## config.mk

```make
export PLATFORM = sky130hd
export DESIGN_NAME = miner_work_sched
export DESIGN_NICKNAME = d
export VERILOG_FILES = /design/src/rtl/miner_work_sched.sv
export SDC_FILE = /design/constraint.sdc
export NUM_CORES = 2
export LEC_CHECK = 0
export ABC_CLOCK_PERIOD_IN_PS = 53000
export CORE_AREA = 2 2 326 328
export DETAILED_ROUTE_END_ITERATION = 10
export DIE_AREA = 0 0 328 330
export PLACE_DENSITY_LB_ADDON = 0.25
export SLEW_MARGIN = 5
export SYNTH_ARGS = -nofsm -noshare
export SYNTH_HDL_FRONTEND = slang
export SYNTH_SLANG_ARGS = --single-unit
```

## constraint.sdc

```tcl
create_clock -name hash_clk -period 53 [get_ports hash_clk]
set_input_delay 13.25 -clock hash_clk [delete_from_list [all_inputs] [get_ports hash_clk]]
set_output_delay 13.25 -clock hash_clk [all_outputs]
set_load 0.005 [all_outputs]
```

## src/rtl/miner_work_sched.sv

```systemverilog
// Job sequencer for the double-SHA-256 hasher pair: one-deep job queue,
// nonce sweep with sub-round counting, drain tail, golden-nonce FIFO.
module miner_work_sched #(
  parameter int unsigned LOOP_LOG2  = 0,
  parameter int unsigned HIT_OFFSET = 128,
  parameter int unsigned FIFO_DEPTH = 4
) (
  input  logic         hash_clk,
  input  logic         reset,
  input  logic         work_valid,
  output logic         work_ready,
  input  logic [255:0] work_midstate,
  input  logic [95:0]  work_data,
  input  logic [31:0]  work_nonce_start,
  input  logic [31:0]  work_nonce_end,
  input  logic         abort,
  output logic [255:0] hs_state,
  output logic [127:0] hs_data,
  output logic [5:0]   hs_cnt,
  output logic         hs_feedback,
  input  logic         hit_in,
  output logic         gn_valid,
  input  logic         gn_ready,
  output logic [31:0]  gn_nonce,
  output logic         gn_overflow,
  output logic         busy,
  output logic         job_done
);

  localparam logic [5:0]  LOOP_MASK = 6'((1 << LOOP_LOG2) - 1);
  localparam logic [31:0] HO_C      = 32'(HIT_OFFSET);
  localparam logic [31:0] HO_LAST   = 32'(HIT_OFFSET - 1);
  localparam int unsigned PW        = $clog2(FIFO_DEPTH);
  localparam logic [PW:0] DEPTH_C   = (PW+1)'(FIFO_DEPTH);

  typedef enum logic [1:0] {S_IDLE, S_RUN, S_DRAIN} state_t;

  state_t        r_state;
  logic          r_sh_valid;
  logic [255:0]  r_sh_mid;
  logic [95:0]   r_sh_data;
  logic [31:0]   r_sh_start;
  logic [31:0]   r_sh_end;
  logic [255:0]  r_act_mid;
  logic [95:0]   r_act_data;
  logic [31:0]   r_act_start;
  logic [31:0]   r_act_end;
  logic [31:0]   r_act_span;
  logic [31:0]   r_nonce;
  logic [5:0]    r_cnt;
  logic          r_fb;
  logic [31:0]   r_drain;
  logic          r_job_done;

  logic [31:0]   r_mem [FIFO_DEPTH];
  logic [PW-1:0] r_wp;
  logic [PW-1:0] r_rp;
  logic [PW:0]   r_count;
  logic          r_ovf;

  logic [5:0]    w_cnt_next;
  logic          w_slot_end;
  logic          w_active;
  logic [31:0]   w_cand;
  logic          w_push;
  logic          w_push_ok;
  logic          w_pop;
  logic          w_full;
  logic          w_load;
  logic          w_accept;

  // Next sub-round, hit qualification and FIFO/queue handshakes
  always_comb begin
    w_cnt_next = (r_cnt + 6'd1) & LOOP_MASK;
    w_slot_end = (w_cnt_next == '0);
    w_active   = (r_state != S_IDLE);
    w_cand     = r_nonce - HO_C;
    w_push     = w_active && hit_in && ((w_cand - r_act_start) <= r_act_span);
    w_full     = (r_count == DEPTH_C);
    w_pop      = gn_ready && (r_count != '0);
    w_push_ok  = w_push && (!w_full || w_pop);
    w_load     = (r_state == S_IDLE) && r_sh_valid;
    w_accept   = work_valid && !r_sh_valid;
  end

  // Job queue, sweep FSM and hasher input registers
  always_ff @(posedge hash_clk or posedge reset) begin
    if (reset) begin
      r_state     <= S_IDLE;
      r_sh_valid  <= 1'b0;
      r_sh_mid    <= '0;
      r_sh_data   <= '0;
      r_sh_start  <= '0;
      r_sh_end    <= '0;
      r_act_mid   <= '0;
      r_act_data  <= '0;
      r_act_start <= '0;
      r_act_end   <= '0;
      r_act_span  <= '0;
      r_nonce     <= '0;
      r_cnt       <= '0;
      r_fb        <= 1'b0;
      r_drain     <= '0;
      r_job_done  <= 1'b0;
    end else begin
      r_job_done <= 1'b0;
      // accept needs an empty shadow, load needs a full one: never both
      if (w_accept) begin
        r_sh_valid <= 1'b1;
        r_sh_mid   <= work_midstate;
        r_sh_data  <= work_data;
        r_sh_start <= work_nonce_start;
        r_sh_end   <= work_nonce_end;
      end
      case (r_state)
        S_IDLE: begin
          if (r_sh_valid) begin
            r_act_mid   <= r_sh_mid;
            r_act_data  <= r_sh_data;
            r_act_start <= r_sh_start;
            r_act_end   <= r_sh_end;
            r_act_span  <= r_sh_end - r_sh_start;
            r_nonce     <= r_sh_start;
            r_cnt       <= '0;
            r_fb        <= 1'b0;
            r_sh_valid  <= 1'b0;
            r_state     <= S_RUN;
          end
        end
        S_RUN, S_DRAIN: begin
          if (abort) begin
            r_state <= S_IDLE;
          end else begin
            r_cnt <= w_cnt_next;
            r_fb  <= !w_slot_end;
            if (w_slot_end) begin
              if (r_state == S_RUN) begin
                r_nonce <= r_nonce + 32'd1;
                if (r_nonce == r_act_end) begin
                  r_state <= S_DRAIN;
                  r_drain <= '0;
                end
              end else if (r_drain == HO_LAST) begin
                r_state    <= S_IDLE;
                r_job_done <= 1'b1;
              end else begin
                r_nonce <= r_nonce + 32'd1;
                r_drain <= r_drain + 32'd1;
              end
            end
          end
        end
        default: r_state <= S_IDLE;
      endcase
    end
  end

  // Golden-nonce FIFO with sticky overflow, cleared when a job loads
  always_ff @(posedge hash_clk or posedge reset) begin
    if (reset) begin
      for (int unsigned i = 0; i < FIFO_DEPTH; i++) r_mem[i] <= '0;
      r_wp    <= '0;
      r_rp    <= '0;
      r_count <= '0;
      r_ovf   <= 1'b0;
    end else begin
      if (w_push_ok) begin
        r_mem[r_wp] <= w_cand;
        r_wp        <= r_wp + 1'b1;
      end
      if (w_pop) r_rp <= r_rp + 1'b1;
      if (w_push_ok && !w_pop)      r_count <= r_count + 1'b1;
      else if (!w_push_ok && w_pop) r_count <= r_count - 1'b1;
      if (w_load)                        r_ovf <= 1'b0;
      else if (w_push && w_full && !w_pop) r_ovf <= 1'b1;
    end
  end

  assign work_ready  = !r_sh_valid;
  assign hs_state    = r_act_mid;
  assign hs_data     = {r_nonce, r_act_data};
  assign hs_cnt      = r_cnt;
  assign hs_feedback = r_fb;
  assign gn_valid    = (r_count != '0);
  assign gn_nonce    = r_mem[r_rp];
  assign gn_overflow = r_ovf;
  assign busy        = (r_state != S_IDLE);
  assign job_done    = r_job_done;

endmodule

```

After elaboration in Yosys (flattened, before gate mapping)
Index checks and enable logic that the tools add are counted.
{"block": "op_classes", "shift": 0, "n_lt_le_gt_ge": 4, "muxes": 37, "div_mod_pow": 0, "n_reduce_logical": 28, "multipliers": 0, "eq_ne": 12, "n_addsub": 9, "bitwise": 3}
{"operator": "2-to-1 mux 32 bit", "count": 10}
{"operator": "bitwise mux 128 bit", "count": 1}
{"operator": "adder 32 x 1 -> 32 bit (second input constant)", "count": 2}
{"operator": "binary-select mux 32 bit (select 2 bit)", "count": 1}
{"operator": "demux 32 bit (select 2 bit)", "count": 1}
{"operator": "case mux 32 bit (2 select lines)", "count": 1}
{"operator": "subtractor 32 bit", "count": 2}
{"operator": "equality test 32 bit", "count": 1}
{"operator": "equality test 32 x 7 -> 1 bit (second input constant)", "count": 1}
{"operator": "less-or-equal comparator 32 bit", "count": 1}
{"operator": "subtractor 32 x 8 -> 32 bit (second input constant)", "count": 1}
{"operator": "2-to-1 mux 6 bit", "count": 2}
{"operator": "case mux 6 bit (2 select lines)", "count": 1}
{"operator": "logical AND 1 bit", "count": 11}
{"operator": "2-to-1 mux 1 bit", "count": 11}
{"operator": "2-to-1 mux 2 bit", "count": 5}
{"operator": "!= test 4 bit (second input constant)", "count": 2}
{"operator": "AND reduction 4 bit", "count": 2}
{"operator": "nonzero test 2 bit", "count": 4}
{"operator": "greater-or-equal comparator 3 bit (second input constant)", "count": 2}
{"operator": "2-to-1 mux 3 bit", "count": 2}
{"operator": "!= test 2 bit (second input constant)", "count": 3}
{"operator": "NOT 2 -> 3 bit", "count": 2}
{"operator": "AND reduction 3 bit", "count": 2}
{"operator": "other kinds (18)", "count": 22}
{"block": "word_totals", "ramBits": 0, "latchBits": 0, "ff_bits": 1075, "output_inout_bits": 428, "memories": 0, "mem_bits_ro": 0, "input_bits": 422}

Depth between registers and ports, before layout
{"block": "depth", "ltp_word": 9, "mapped_depth": 32, "ltp_nobuf": 31}

Worst setup path after synthesis
OpenSTA, ideal clock, no wires.
{"block": "synth_path", "path_type": "input port to flip-flop", "from": "input gn_ready", "to": "register r_count[1]", "path_slack_ns": 37.891, "arrival_ns": 14.984, "path_stages": 7, "n_path_buf": 0, "t_required_ns": 52.875, "cell_sequence": "or4b_2 nand3_1 a21oi_2 ha_1 inv_1 fa_1 mux2_2"}
{"block": "synth_via", "elab_chain_len": 6, "word_cells_on_any_way": 9}
{"item": "start: declaration", "line": "23", "rtl": "input logic gn_ready,"}
{"item": "logical AND 1 bit (*)", "line": "80", "rtl": "w_pop = gn_ready && (r_count != '0);"}
{"item": "logical OR 1 bit (*)", "line": "81", "rtl": "w_push_ok = w_push && (!w_full || w_pop);"}
{"item": "logical AND 1 bit (*)", "line": "81"}
{"item": "via w_push_ok", "line": "66", "rtl": "logic w_push_ok;"}
{"item": "zero test 1 bit", "line": "173", "rtl": "else if (!w_push_ok && w_pop) r_count <= r_count - 1'b1;"}
{"item": "logical AND 1 bit", "line": "173"}
{"item": "nonzero test 2 bit (no line)"}
{"item": "end signal: assignment", "line": "172", "rtl": "if (w_push_ok && !w_pop) r_count <= r_count + 1'b1;"}
{"item": "end signal: assignment", "line": "173"}
{"item": "end: declaration", "line": "58", "rtl": "logic [PW:0] r_count;"}
The timed path passes the listed nets; every way through them passes the cells marked *.
A chain may end at the register's enable or synchronous reset.

==> run_results.csv <==
group,metric,value,unit
global_route,grt.busiest_layer,"met2",
critical_path,end_kind,"async pin",
critical_path,start_kind,"primary input",
synth,synth_cell_types,72,
die,die_area,0.108,mm²
route,initialDrtViolationCount,2400,
route,drtPass1Iterations,5,
synth,synth_cells,4250,
clock_tree,clkSinkCount,1068,
synth,avgSynthCellArea,10.9,µm²
final_layout,fin_area,0.0599,mm²
power,p_leak,27.5,nW
run,cap_viol_max_count,0,
timing,fmax,61.3,MHz
route,wl_per_cell,22.1,µm
power,p_sw,1.62,mW
die,coreArea,0.105,mm²
placement,placed_area,0.0559,mm²
critical_path,startpoint,"reset",
timing,finalSetupViolCount,0,
final_layout,nets,5544,
route,finalWirelength,144000,µm
placement,place.gp.congestion,0.897,
critical_path,path_class,"in -> async",
global_route,grt_pass1_vias,33700,
timing,period_share,0.308,
timing,fin_tns_setup,0,ps
critical_path,r2r.worst_path.cells,26,
synth,syn_area,0.0463,mm²
synth,yosysMostFrequentCell,"nand2_1",
critical_path,crit_cells,5,
route,ant_nets,0,
critical_path,worstPathMaxFanout,115,
synth,yosysSeqAreaShare,0.577,
die,pin_count,850,
critical_path,critPathBufInv,5,
synth,synth_edf_count,0,
global_route,overflow,0,
critical_path,slowest_stage,"buf_4",
timing,finalCriticalPeriod,16320,ps
power,irDropWorstVdd,48.5,µV
synth,synth_warnings,0,
synth,async_flop_share,1.00,
clock_tree,cts_post_setup_buffers_inserted,0,
min_path,worstHoldPathType,"reg -> reg",
global_route,grt_pass1_wl,214000,µm
power,combinationalPowerShare,0.457,
min_path,min_path_cells,2,
global_route,grtUsageTotal,0.262,
global_route,grt_max_degree,186,
clock_tree,cts_tree,"yes",
clock_tree,ctsHoldBuffers,0,
synth,yosysTopAreaCell,"dfrtp_1",
power,seq_power_share,0.350,
synth,synth_ff_type,"dfrtp_1",
global_route,grt_util_met1,0.339,
timing,rsz0062_at_grt,"false",
clock_tree,cts_resized,0,
clock_tree,cts_buffers,114,
critical_path,worstPathArrival,17000,ps
placement,dp.final_hpwl,104000,µm
power,internal_power,2.62,mW
synth,yosys-top-cells-area,"dfrtp_1 58%, mux2_2 12%, nand2_1 11%, ha_1 2.9%, o21ai_0 1.8%",
route,via_count,33800,
synth,ys_ff_latch,1068,
status,status,"complete, no violations",
final_layout,syn_to_final_growth,29.2,%
critical_path,worst_r2r_startpoint,"r_nonce[7]",
clock_tree,cts.reportedPaths.clkPinSlew,60,ps
die,initial_core_util,0.443,
timing,finClkSkew,29.1,ps
critical_path,crit_path_max_incr_delay,930,ps
critical_path,cp.required,53670,ps
die,fp.dieW,328,µm
timing,tightest_slew,1180,ps
global_route,antenna_found_initial,40,
final_layout,fillCellCount,8848,
timing,hold_viol_final,0,
clock_tree,clockBufferDepth,3,
route,vias_per_cell,5.17,
critical_path,crit_chain,"clkdlybuf4s50_1, inv_8, buf_4, buf_4, buf_4",
critical_path,r2r_slack,44120,ps
timing,report.final.slew_viol_count,0,
placement,dp_slack,35700,ps
global_route,grtUsageMet3,0.0745,
critical_path,crit_end,"r_rp[0]",
timing,slew_headroom,0.214,
global_route,grtUsageMet2,0.415,
clock_tree,cts-root-buf,"clkbuf_16",
power,pwr-share-clk,0.193,
critical_path,critPathMostFrequentCell,"buf_4",
timing,post-route-worst-setup-slack,36680,ps
critical_path,r2r-end,"r_mem[100]",
clock_tree,insertion_delay,700,ps
synth,synth_top_cells_by_count,"1314 x nand2_1, 1068 x dfrtp_1, 507 x mux2_2",
die,fp.dieH,330,µm
power,switching_share,0.382,
route,drc_errors,0,
synth,yosysTopAreaCellShare,0.577,
clock_tree,cts.htree.levels,3,
critical_path,crit_family,"buffers and inverters",
power,power_density,70.8,mW/mm²
die,rows,119,
final_layout,drive_gt1_frac,0.154,
placement,port-buffer-count,842,
## power by group through the flow
stage                     clock network [mW]  registers, mW  logic [mW]
after global routing                   0.870           1.53        2.13
after floorplan                            0           1.41        1.19
after CTS                              0.835           1.48        1.95
after global placement                     0           1.47        1.89
final                                  0.819           1.48        1.94
after detailed placement                   0           1.48        1.93
## tightest hold or removal path: stages (launching register included)
cell,delay (ps)
dfrtp_1,340
nand2_1,50
nand2_1,50
## metal layers
metal  routed length, µm  vias to the layer above
li1                    -                    15600
met1               59600                    16900
met2               69000                      926
met3               10400                      253
met4                5300                       22
met5                 148                        -
## worst min-delay path by stage
stage	start	end
floorplan	r_sh_mid[0]	hs_state[0]
finish	r_sh_data[38]	r_act_data[38]
CTS	r_sh_mid[153]	hs_state[153]
global placement	r_sh_mid[124]	hs_state[124]
detailed placement	r_sh_mid[169]	hs_state[169]
global route	r_sh_mid[148]	hs_state[148]
## flip-flops by register name, indices dropped and copies added, names as in the netlist, 2 cells and up
register / cells
r_drain: 32
r_wp: 2
r_sh_mid: 256
r_act_start: 32
r_nonce: 32
r_mem: 128
r_act_end: 32
r_sh_end: 32
hs_state: 256
r_sh_data: 96
r_act_data: 96
r_act_span: 32
r_sh_start: 32
r_count: 3
r_state: 2
r_rp: 2
## per-stage QoR
step / instances / power [mW] / util / hold slack [ps]
finish: 6526 / 4.24 / 0.572 / 458
CTS: 6497 / 4.26 / 0.571 / 456
global route: 6521 / 4.53 / 0.572 / 484
floorplan: 4256 / 2.60 / - / 435
global placement: 6288 / 3.36 / 0.534 / 443
detailed placement: 6288 / 3.42 / 0.534 / 447
## layout make-up
cell class | count | area, µm² | area share
flip-flops and latches | 1068 | 26700 | 0.446
multi-input cells | 2832 | 18200 | 0.305
repair buffers | 874 | 8770 | 0.146
clock buffers | 163 | 3340 | 0.0558
well taps | 1391 | 1740 | 0.0291
clock inverters | 46 | 520 | 0.00869
inverters | 123 | 469 | 0.00784
diodes | 29 | 72.6 | 0.00121
## cell usage in the layout, fill, tap and decap left out, types with 6 or more instances in the layout
| cell | synthesis | layout |
|---|---|---|
| nor2_1 | 84 | 83 |
| o21ai_0 | 169 | 169 |
| or3_1 | 12 | 12 |
| clkbuf_1 | 187 | 20 |
| o21bai_1 | 6 | 6 |
| diode_2 | 0 | 29 |
| a21o_1 | 32 | 32 |
| nor3_1 | 18 | 18 |
| clkbuf_16 | 0 | 115 |
| nor4_1 | 20 | 20 |
| clkdlybuf4s50_1 | 0 | 842 |
| nor2b_1 | 16 | 15 |
| inv_1 | 122 | 121 |
| dfrtp_1 | 1068 | 1067 |
| and2_1 | 10 | 10 |
| bufinv_16 | 0 | 9 |
| and3_1 | 32 | 32 |
| xor2_1 | 81 | 81 |
| mux4_2 | 32 | 32 |
| clkinv_2 | 0 | 23 |
| mux2_1 | 9 | 9 |
| nand2b_1 | 22 | 22 |
| o31ai_1 | 7 | 7 |
| ha_1 | 106 | 106 |
| clkbuf_8 | 0 | 28 |
| a211oi_1 | 8 | 8 |
| xnor2_1 | 56 | 56 |
| o22ai_1 | 31 | 31 |
| a21oi_1 | 97 | 97 |
| nand2_1 | 1314 | 1313 |
| nand3_1 | 57 | 57 |
| buf_12 | 0 | 8 |
| conb_1 | 1 | 7 |
| mux2_2 | 507 | 507 |
| nand4_1 | 16 | 16 |
| and4_1 | 9 | 9 |
| o21a_1 | 13 | 13 |
| buf_4 | 14 | 24 |
## cells by family after synthesis
group           synth area share
other cells            0.0000809
compound gates            0.0500
mux                        0.142
buf+inv                   0.0309
fa+ha+maj                 0.0299
xor+xnor                  0.0262
simple gates               0.144
flops                      0.577
Note: power is estimated with default switching activity, not from simulation.
